$ cat src/rtl/core_pkg.sv
// core_pkg: shared types and constants for the hazard/halt control slice.
package core_pkg;
    typedef enum logic [1:0] {RUN, DRAIN, HALTED} state_t;
    localparam int REG_W = 5;
    localparam logic [REG_W-1:0] ECALL_ARG_REG = 5'd17;
    localparam int DEFAULT_HALT_CODE = 10;
endpackage

$ cat src/rtl/hazard_halt_unit_if.sv
// hazard_halt_unit_if: ID/EX/MEM hazard inputs and pipeline stall controls.
interface hazard_halt_unit_if #(parameter int XLEN = 32);
    import core_pkg::*;
    logic [REG_W-1:0] id_rs1;
    logic [REG_W-1:0] id_rs2;
    logic             id_use_rs1;
    logic             id_use_rs2;
    logic             id_is_ecall;
    logic [XLEN-1:0]  id_x17_val;
    logic [REG_W-1:0] ex_rd;
    logic             ex_mem_read;
    logic             ex_write_enable;
    logic [REG_W-1:0] mem_rd;
    logic             mem_mem_read;
    logic             ex_flush;
    logic             pc_write;
    logic             if_id_write;
    logic             id_ex_bubble;
    logic             is_halted;
    logic [31:0]      stall_count;
    modport master (
        output id_rs1, id_rs2, id_use_rs1, id_use_rs2, id_is_ecall, id_x17_val,
               ex_rd, ex_mem_read, ex_write_enable, mem_rd, mem_mem_read, ex_flush,
        input  pc_write, if_id_write, id_ex_bubble, is_halted, stall_count
    );
    modport slave (
        input  id_rs1, id_rs2, id_use_rs1, id_use_rs2, id_is_ecall, id_x17_val,
               ex_rd, ex_mem_read, ex_write_enable, mem_rd, mem_mem_read, ex_flush,
        output pc_write, if_id_write, id_ex_bubble, is_halted, stall_count
    );
endinterface

$ cat src/rtl/hazard_halt_unit_hazard_detect.sv
// hazard_detect: combinational load-use and ecall-operand hazard detection.
module hazard_detect
    import core_pkg::*;
(
    input  logic [REG_W-1:0] id_rs1,
    input  logic [REG_W-1:0] id_rs2,
    input  logic             id_use_rs1,
    input  logic             id_use_rs2,
    input  logic             id_is_ecall,
    input  logic [REG_W-1:0] ex_rd,
    input  logic             ex_mem_read,
    input  logic             ex_write_enable,
    input  logic [REG_W-1:0] mem_rd,
    input  logic             mem_mem_read,
    output logic             lu,
    output logic             eh
);
    assign lu = ex_mem_read && ex_rd != '0 &&
                ((id_use_rs1 && id_rs1 == ex_rd) || (id_use_rs2 && id_rs2 == ex_rd));
    // ecall reads x17 in ID, so an in-flight producer of x17 must land first
    assign eh = id_is_ecall && ((ex_write_enable && ex_rd == ECALL_ARG_REG) ||
                                (mem_mem_read && mem_rd == ECALL_ARG_REG));
endmodule

$ cat src/rtl/hazard_halt_unit.sv
// hazard_halt_unit: pipeline stall control and ecall-driven halt sequencing.
module hazard_halt_unit
    import core_pkg::*;
#(
    parameter int XLEN         = 32,
    parameter int DRAIN_CYCLES = 3,
    parameter int HALT_CODE    = DEFAULT_HALT_CODE
) (
    input logic clk,
    input logic reset,
    hazard_halt_unit_if.slave bus
);
    state_t      state, state_n;
    logic [3:0]  cnt, cnt_n;
    logic [31:0] stall_cnt;
    logic        halted;
    logic        lu, eh, run, stall, accept;

    hazard_detect u_detect (
        .id_rs1(bus.id_rs1), .id_rs2(bus.id_rs2),
        .id_use_rs1(bus.id_use_rs1), .id_use_rs2(bus.id_use_rs2),
        .id_is_ecall(bus.id_is_ecall),
        .ex_rd(bus.ex_rd), .ex_mem_read(bus.ex_mem_read), .ex_write_enable(bus.ex_write_enable),
        .mem_rd(bus.mem_rd), .mem_mem_read(bus.mem_mem_read),
        .lu(lu), .eh(eh)
    );

    assign run    = state == RUN;
    assign stall  = (lu || eh) && !bus.ex_flush && run;
    assign accept = run && bus.id_is_ecall && !stall && !bus.ex_flush &&
                    bus.id_x17_val == XLEN'(HALT_CODE);

    always_comb begin
        state_n = state;
        cnt_n   = cnt;
        if (accept) begin
            state_n = DRAIN;
            cnt_n   = 4'(DRAIN_CYCLES);
        end else if (state == DRAIN) begin
            cnt_n   = cnt - 4'd1;
            state_n = cnt == 4'd1 ? HALTED : DRAIN;
        end
    end

    always_ff @(posedge clk) begin
        if (reset) begin
            state     <= RUN;
            cnt       <= '0;
            halted    <= 1'b0;
            stall_cnt <= '0;
        end else begin
            state  <= state_n;
            cnt    <= cnt_n;
            halted <= halted || state_n == HALTED;
            if (stall && stall_cnt != '1)
                stall_cnt <= stall_cnt + 32'd1;
        end
    end

    assign bus.pc_write     = run && !stall;
    assign bus.if_id_write  = run && !stall;
    assign bus.id_ex_bubble = !run || stall;
    assign bus.is_halted    = halted;
    assign bus.stall_count  = stall_cnt;
endmodule

$ cat src/flat_wrapper.sv
// flat-port wrapper written by rule: the top's interface ports become plain ports
module hazard_halt_unit_flat import core_pkg::*;
#(
    parameter int XLEN         = 32,
    parameter int DRAIN_CYCLES = 3,
    parameter int HALT_CODE    = DEFAULT_HALT_CODE
)
  (clk, reset, bus_id_rs1, bus_id_rs2, bus_id_use_rs1, bus_id_use_rs2, bus_id_is_ecall, bus_id_x17_val, bus_ex_rd, bus_ex_mem_read, bus_ex_write_enable, bus_mem_rd, bus_mem_mem_read, bus_ex_flush, bus_pc_write, bus_if_id_write, bus_id_ex_bubble, bus_is_halted, bus_stall_count);
  hazard_halt_unit_if #(.XLEN(XLEN)) bus_i ();
  input logic clk;
  input logic reset;
  input wire logic [$bits(bus_i.id_rs1)-1:0] bus_id_rs1;
  input wire logic [$bits(bus_i.id_rs2)-1:0] bus_id_rs2;
  input wire logic [$bits(bus_i.id_use_rs1)-1:0] bus_id_use_rs1;
  input wire logic [$bits(bus_i.id_use_rs2)-1:0] bus_id_use_rs2;
  input wire logic [$bits(bus_i.id_is_ecall)-1:0] bus_id_is_ecall;
  input wire logic [$bits(bus_i.id_x17_val)-1:0] bus_id_x17_val;
  input wire logic [$bits(bus_i.ex_rd)-1:0] bus_ex_rd;
  input wire logic [$bits(bus_i.ex_mem_read)-1:0] bus_ex_mem_read;
  input wire logic [$bits(bus_i.ex_write_enable)-1:0] bus_ex_write_enable;
  input wire logic [$bits(bus_i.mem_rd)-1:0] bus_mem_rd;
  input wire logic [$bits(bus_i.mem_mem_read)-1:0] bus_mem_mem_read;
  input wire logic [$bits(bus_i.ex_flush)-1:0] bus_ex_flush;
  output wire logic [$bits(bus_i.pc_write)-1:0] bus_pc_write;
  output wire logic [$bits(bus_i.if_id_write)-1:0] bus_if_id_write;
  output wire logic [$bits(bus_i.id_ex_bubble)-1:0] bus_id_ex_bubble;
  output wire logic [$bits(bus_i.is_halted)-1:0] bus_is_halted;
  output wire logic [$bits(bus_i.stall_count)-1:0] bus_stall_count;
  assign bus_i.id_rs1 = bus_id_rs1;
  assign bus_i.id_rs2 = bus_id_rs2;
  assign bus_i.id_use_rs1 = bus_id_use_rs1;
  assign bus_i.id_use_rs2 = bus_id_use_rs2;
  assign bus_i.id_is_ecall = bus_id_is_ecall;
  assign bus_i.id_x17_val = bus_id_x17_val;
  assign bus_i.ex_rd = bus_ex_rd;
  assign bus_i.ex_mem_read = bus_ex_mem_read;
  assign bus_i.ex_write_enable = bus_ex_write_enable;
  assign bus_i.mem_rd = bus_mem_rd;
  assign bus_i.mem_mem_read = bus_mem_mem_read;
  assign bus_i.ex_flush = bus_ex_flush;
  assign bus_pc_write = bus_i.pc_write;
  assign bus_if_id_write = bus_i.if_id_write;
  assign bus_id_ex_bubble = bus_i.id_ex_bubble;
  assign bus_is_halted = bus_i.is_halted;
  assign bus_stall_count = bus_i.stall_count;
  hazard_halt_unit #(.XLEN(XLEN), .DRAIN_CYCLES(DRAIN_CYCLES), .HALT_CODE(HALT_CODE)) u_core (.clk(clk), .reset(reset), .bus(bus_i));
endmodule
$ cat config.mk
export PLATFORM = sky130hd
export DESIGN_NAME = hazard_halt_unit_flat
export DESIGN_NICKNAME = d
export VERILOG_FILES = /design/src/rtl/core_pkg.sv /design/src/rtl/hazard_halt_unit_if.sv /design/src/rtl/hazard_halt_unit_hazard_detect.sv /design/src/rtl/hazard_halt_unit.sv /design/src/flat_wrapper.sv
export SDC_FILE = /design/constraint.sdc
export NUM_CORES = 1
export LEC_CHECK = 0
export BUFFER_PORTS_ARGS = -buffer_cell sky130_fd_sc_hd__buf_2
export CAP_MARGIN = 20
export CORE_MARGIN = 8
export CORE_UTILIZATION = 40
export CTS_CLUSTER_DIAMETER = 120
export CTS_CLUSTER_SIZE = 25
export DETAILED_ROUTE_END_ITERATION = 16
export GPL_TIMING_DRIVEN = 0
export PLACE_DENSITY_LB_ADDON = 0.08
export SYNTH_ARGS = -nofsm -noshare
export SYNTH_HDL_FRONTEND = slang
export SYNTH_SLANG_ARGS = --single-unit
$ cat constraint.sdc
create_clock -name clk -period 2.5 [get_ports clk]
set_input_delay 0.25 -clock clk [delete_from_list [all_inputs] [get_ports clk]]
set_output_delay 0.25 -clock clk [all_outputs]
set_load 0.02 [all_outputs]
======== Yosys cells after proc, flatten, opt, wreduce, memory -nomap -nowiden ========
Cells that the tools add are included.
cells by class
  add/sub/neg operators ................... 2
  equality and inequality tests ........... 9
  multiplexer cells ....................... 5
  reductions and logical operators ........ 27
operators by type and width
  cell                     count
  $add A32 B1 Y32 const B  1
  $eq A32 B4 Y1 const B    1
  $ne A32 B32 Y1 const B   1
  $logic_and A1 B1 Y1      15
  $eq A5 B5 Y1             2
  $eq A5 B5 Y1 const B     2
  $mux W2                  5
  $logic_or A1 B1 Y1       5
  $reduce_bool A5 Y1       1
  $eq A4 B1 Y1 const B     1
  $sub A4 B1 Y4 const B    1
  $logic_not A1 Y1         3
  $eq A2 B1 Y1 const B     1
  $eq A2 B2 Y1 const B     1
  $logic_not A2 Y1         1
  $reduce_bool A2 Y1       1
  $reduce_or A2 Y1         1
word-level totals
  register bits after elaboration ......... 39
  bits of input ports ..................... 61
  output and inout bits ................... 36
  word-level logic and storage cells ...... 48

======== Depth between registers and ports, before layout ========
  depth in word-level cells ............... 14
  gate-level depth with buffers ........... 8
  gate-level depth less buffers ........... 6

======== Hierarchy ========
Synthesis repeated with hierarchy kept, for this count alone.
unflattened totals
  cell total of the unflattened synthesis .. 280
  area, all modules ....................... 2,262.2 um2
modules (own cells, without submodules)
  module            times used  cells each  area an instance (um2)  sequential area each (um2)
  hazard_halt_unit  1           258         2,097.0                 780.7
  hazard_detect     1           22          165.2                   0.0

======== Worst setup path before layout ========
OpenSTA, ideal clock, no wires.
  path kind ............................... input port to output port
  from .................................... input port bus_ex_rd[1]
  to ...................................... output port bus_pc_write
  data arrival time ....................... 2.023 ns
  required time ........................... 2.250 ns
  path slack .............................. 0.227 ns
  stages on the path ...................... 7
  buffers on the path ..................... 1
  cells stage by stage .................... or3_1 > o311ai_0 > inv_1 > a22oi_1 > nand2_1 > inv_1 > buf_4
between the ends
  word-level cells in the longest chain between the ends .. 9
  elaborated cells on any way between the ends .. 17
  those cells by class .................... eq/ne (3); reduce/logical (14)
ends and longest elaborated chain
  what                                           RTL line                                                                    text
  start: declaration                             flat_wrapper.sv:18                                                          input wire logic [$bits(bus_i.ex_rd)-1:0] bus_ex_rd;
  $eq A5 B5 Y1, on equally long branches         hazard_halt_unit_hazard_detect.sv:19, hazard_halt_unit_hazard_detect.sv:21
  $logic_and A1 B1 Y1, on equally long branches  hazard_halt_unit_hazard_detect.sv:19, hazard_halt_unit_hazard_detect.sv:21
  $logic_or A1 B1 Y1, on equally long branches   hazard_halt_unit_hazard_detect.sv:19, hazard_halt_unit_hazard_detect.sv:21
  $logic_and A1 B1 Y1, on equally long branches  hazard_halt_unit_hazard_detect.sv:18, hazard_halt_unit_hazard_detect.sv:21
  $logic_or A1 B1 Y1 (*)                         hazard_halt_unit.sv:29                                                      assign stall = (lu || eh) && !bus.ex_flush && run;
  $logic_and A1 B1 Y1 (*) (2 in series)          hazard_halt_unit.sv:29
  $logic_not A1 Y1 (*)                           n/a
  $logic_and A1 B1 Y1 (*)                        n/a
  end: declaration                               flat_wrapper.sv:24                                                          output wire logic [$bits(bus_i.pc_write)-1:0] bus_pc_write;
Every way passes the cells marked *; elsewhere a longest branch is shown, timed or not.

======== Worst setup path after layout ========
  from .................................... register u_core.stall_cnt[8], in the netlist u_core.bus.stall_count[8]
  to ...................................... register u_core.stall_cnt[28], in the netlist u_core.bus.stall_count[28]
between the ends
  word-level cells in the longest chain between the ends .. 2
  elaborated cells on any way between the ends .. 3
  those cells by class .................... add/sub (1); eq/ne (1); reduce/logical (1)
ends and longest elaborated chain
  what                                                     RTL line                text
  start: declaration                                       hazard_halt_unit.sv:15  logic [31:0] stall_cnt;
  start signal: assignment                                 hazard_halt_unit.sv:56  stall_cnt <= stall_cnt + 32'd1;
  branches (longest 2 deep; another with $add A32 B1 Y32)  n/a
Parallel ways; which one is timed is not known.
A chain may end at the register's enable or synchronous reset.

==> results.tsv <==
metric	value	unit
outcome	completed	
area overhead of the layout relative to synthesis	29.5	%
Die Y	92.9	um
Final nets	467	
CP startpoint kind	flip-flop	
Detailed Route WL	7590	um
CTS tree	yes	
Antenna Nets Post-Route	0	
endpoint required time on the critical path	2.69	ns
commonest non-fill, non-tap cell in the layout	sky130_fd_sc_hd__buf_2	
minimum clock period after layout	2.36	ns
distinct cell type count after synthesis	39	
I/O pins	97	
leakage component of the power	1.22	nW
Die Area	0.00864	mm2
setup slack of the critical path after layout	0.143	ns
cell area after layout	0.00307	mm2
Post-Syn Nets	360	
vias	2671	
Power Dens Cells	379	mW/mm2
Crit Path Class	flip-flop to flip-flop	
total negative slack for setup checks	0	ns
PortBufs	95	
stage delay of the slowest cell on the critical path	0.48	ns
Die W	92.9	um
synthesized flop and latch total	39	
number of violations of the max-capacitance limit	0	
aggregate global-route resource usage	0.177	
switching power total	0.290	mW
routed length per placed instance	15.8	um
fraction of layout cells with a size suffix above 1	0.319	
pin count of the biggest net entering global routing	13	
RePlAce Congestion	0.800	
Fin Clk Skew	0.00541	ns
average via count per standard cell	5.58	
clock latency on the worst-skew pair	0.30	ns
Post-Synthesis Cells	296	
number of antenna violations at the first check in global routing	0	
RSZ-0062 raised after global routing	false	
list of cells traversed by the critical path	nand4_1 -> nor4_4 -> buf_4 -> nand4_1 -> nand4_1 -> nor3_1 -> mux2_2	
Cell Area, Placed	0.00294	mm2
core occupancy in the finished layout	0.527	
logic gate share of total power	0.093	
drt first pass iters	5	
DP Wirelength	5890	um
maximum operating frequency	424	MHz
placeable core area	0.00582	mm2
Setup crit end kind	flip-flop	
Post-Place Worst Slack	-0.0522	ns
worst min-delay path category	input pin to flip-flop	
Crit Path Max Fanout	6	
arrival time of data at the critical path endpoint	2.55	ns
Overflow after GRT	0	
maximum level of the CTS H-tree	2	
DRC	0	
total standard cell area after synthesis	0.00237	mm2
synthesized area per cell	8.00	um2
met3 wire length	586	um
final slew viol count	0	
area of the multi-input gates	0.00148	mm2
number of buffers inserted during clock tree synthesis	5	
sequential cell area	781	um2
FILL cells	598	
ratio of final minimum period to clock period	0.943	
Antenna diodes	0	
placement row count	28	
Sequential Power Share	0.535	
Setup-failing EPs final	0	
part of the power in the clock network	0.373	
worst rel slew slack	0.492	
uppermost layer routed	met4	
maximum number of buffers from clock root to sink	2	
Worst Max-Slew Pin Slew	0.759	ns
worst-case vdd ir drop	0.000223	V
root buffer cell	sky130_fd_sc_hd__clkbuf_8	
Worst path most repeated cell	sky130_fd_sc_hd__nand4_1	
effective utilization at floorplan	0.407	
switching part of the total	0.250	
CTS sink cnt	39	
commonest non-fill, non-tap cells in the layout	100 x sky130_fd_sc_hd__buf_2, 39 x sky130_fd_sc_hd__dfxtp_1, 26 x sky130_fd_sc_hd__a21oi_1	
internal power summed over all cells	0.872	mW
fraction of the yosys area taken by sequential cells	0.330	
number of failing hold endpoints at the final stage	0	
Iteration-0 DRC Markers	133	
Critical-path top delay cell	sky130_fd_sc_hd__nor4_4	
vias in the first global route	2634	
overall power after layout	1.16	mW
Post-Route M1 WL	3270	um
Yosys warning total	0	
clock transition time at the flip-flop clock pins of the worst setup and hold paths	0.08	ns
met2 wire length	3600	um
global-route wire length before repair	12600	um
cell type report:
| type | instances | area share |
|---|---|---|
| Sequential cell | 39 | 0.255 |
| Timing Repair Buffer | 100 | 0.167 |
| Clock inverter | 2 | 0.00408 |
| Buffer | 16 | 0.0261 |
| Clock buffer | 6 | 0.0237 |
| Multi-Input combinational cell | 233 | 0.484 |
| Tap cell | 75 | 0.0306 |
| Inverter | 8 | 0.00979 |
worst max-delay path: cells and delay by family (launching register included):
kind / cells / cell delay (ns)
multiplexers: 1 / 0.27
flip-flops: 1 / 0.41
buffers and inverters: 1 / 0.19
AND/OR/NAND/NOR: 5 / 1.38
what timing repair did:
action,4_1_cts,5_1_grt
gates resized for setup,1,4
pin swaps,0,3
setup buffers,0,5
hold buffers,0,0
endpoints found under the setup margin,1,21
power groups by stage:
| stage | clock [mW] | sequential [mW] | combinational, mW |
|---|---|---|---|
| after floorplan | 0 | 0.636 | 0.0447 |
| after global placement | 0 | 0.636 | 0.106 |
| after detailed placement | 0 | 0.636 | 0.108 |
| after CTS | 0.439 | 0.621 | 0.109 |
| after global routing | 0.464 | 0.621 | 0.119 |
| final | 0.433 | 0.621 | 0.108 |
sequential cells by signal (all words and copies together) (netlist names):
signal and flops:
u_core.state 2, u_core.cnt 4, u_core.bus.stall_count 32, u_core.bus.is_halted 1
final timing paths:
kind / start / to / slack [ns] / cells after the start
worst max-delay path: u_core.bus.stall_count[8] / u_core.bus.stall_count[28] / 0.14 / 7
worst max register to register: u_core.bus.stall_count[8] / u_core.bus.stall_count[28] / 0.14 / 7
worst min register to register: u_core.bus.is_halted / u_core.bus.is_halted / 0.49 / 2
worst min-delay path: reset / u_core.bus.stall_count[14] / 0.38 / 2
kinds of logic after synthesis:
logic type,count (synthesis),synth area share
AO/OA/AOI/OAI,59,0.158
XOR/XNOR,13,0.0481
adder cells (fa/ha/maj),3,0.0159
buffers and inverters,24,0.0455
flip-flops,39,0.330
multiplexers,10,0.0470
AND/OR/NAND/NOR,148,0.356
metrics by stage:
step / instances / hold slack [ns]
6_report: 479 / 0.380
5_1_grt: 479 / 0.423
4_1_cts: 474 / 0.384
3_5_place_dp: 466 / 0.461
3_3_place_gp: 466 / 0.453
2_1_floorplan: 296 / 0.480
cells in the mapped netlist:
| cell type | number | share of area |
|---|---|---|
| sky130_fd_sc_hd__a22oi_1 | 1 | 0.0032 |
| sky130_fd_sc_hd__and2_1 | 2 | 0.0053 |
| sky130_fd_sc_hd__nor4_4 | 1 | 0.0090 |
| sky130_fd_sc_hd__xnor2_1 | 11 | 0.041 |
| sky130_fd_sc_hd__a211o_1 | 1 | 0.0037 |
| sky130_fd_sc_hd__a21oi_1 | 26 | 0.055 |
| sky130_fd_sc_hd__nor2b_1 | 11 | 0.029 |
| sky130_fd_sc_hd__o22ai_1 | 1 | 0.0026 |
| sky130_fd_sc_hd__o22ai_2 | 1 | 0.0053 |
| sky130_fd_sc_hd__ha_1 | 3 | 0.016 |
| sky130_fd_sc_hd__or4b_1 | 1 | 0.0042 |
| sky130_fd_sc_hd__and3_1 | 7 | 0.018 |
| sky130_fd_sc_hd__and4_1 | 6 | 0.022 |
| sky130_fd_sc_hd__buf_2 | 5 | 0.011 |
| sky130_fd_sc_hd__nand2b_1 | 3 | 0.0079 |
| sky130_fd_sc_hd__a2111o_1 | 1 | 0.0048 |
| sky130_fd_sc_hd__nor2_1 | 21 | 0.033 |
| sky130_fd_sc_hd__or3_1 | 8 | 0.021 |
| sky130_fd_sc_hd__xor2_1 | 2 | 0.0074 |
| sky130_fd_sc_hd__o31ai_1 | 16 | 0.051 |
| sky130_fd_sc_hd__nand3_1 | 16 | 0.034 |
| sky130_fd_sc_hd__or4_1 | 16 | 0.051 |
| sky130_fd_sc_hd__inv_1 | 8 | 0.013 |
| sky130_fd_sc_hd__nor4_1 | 13 | 0.034 |
| sky130_fd_sc_hd__nand2_1 | 25 | 0.040 |
| sky130_fd_sc_hd__nand4_1 | 12 | 0.032 |
| sky130_fd_sc_hd__buf_4 | 1 | 0.0032 |
| sky130_fd_sc_hd__buf_6 | 1 | 0.0048 |
| sky130_fd_sc_hd__a31oi_1 | 1 | 0.0026 |
| sky130_fd_sc_hd__dfxtp_1 | 39 | 0.33 |
| sky130_fd_sc_hd__o311ai_0 | 1 | 0.0037 |
| sky130_fd_sc_hd__a311o_1 | 1 | 0.0042 |
| sky130_fd_sc_hd__o21ai_0 | 8 | 0.017 |
| sky130_fd_sc_hd__a31oi_2 | 1 | 0.0053 |
| sky130_fd_sc_hd__nor3_1 | 5 | 0.011 |
| sky130_fd_sc_hd__mux2i_1 | 1 | 0.0042 |
| sky130_fd_sc_hd__nor4bb_1 | 1 | 0.0042 |
| sky130_fd_sc_hd__mux2_2 | 9 | 0.043 |
| sky130_fd_sc_hd__clkbuf_1 | 9 | 0.014 |
routing by layer:
metal  global-route usage  vias to the layer above
li1                     -                     1327
met1                0.202                     1246
met2                0.304                       85
met3               0.0550                       13
met4               0.0577                        0
met5                    0                        -
(Power assumes the default switching activity.)
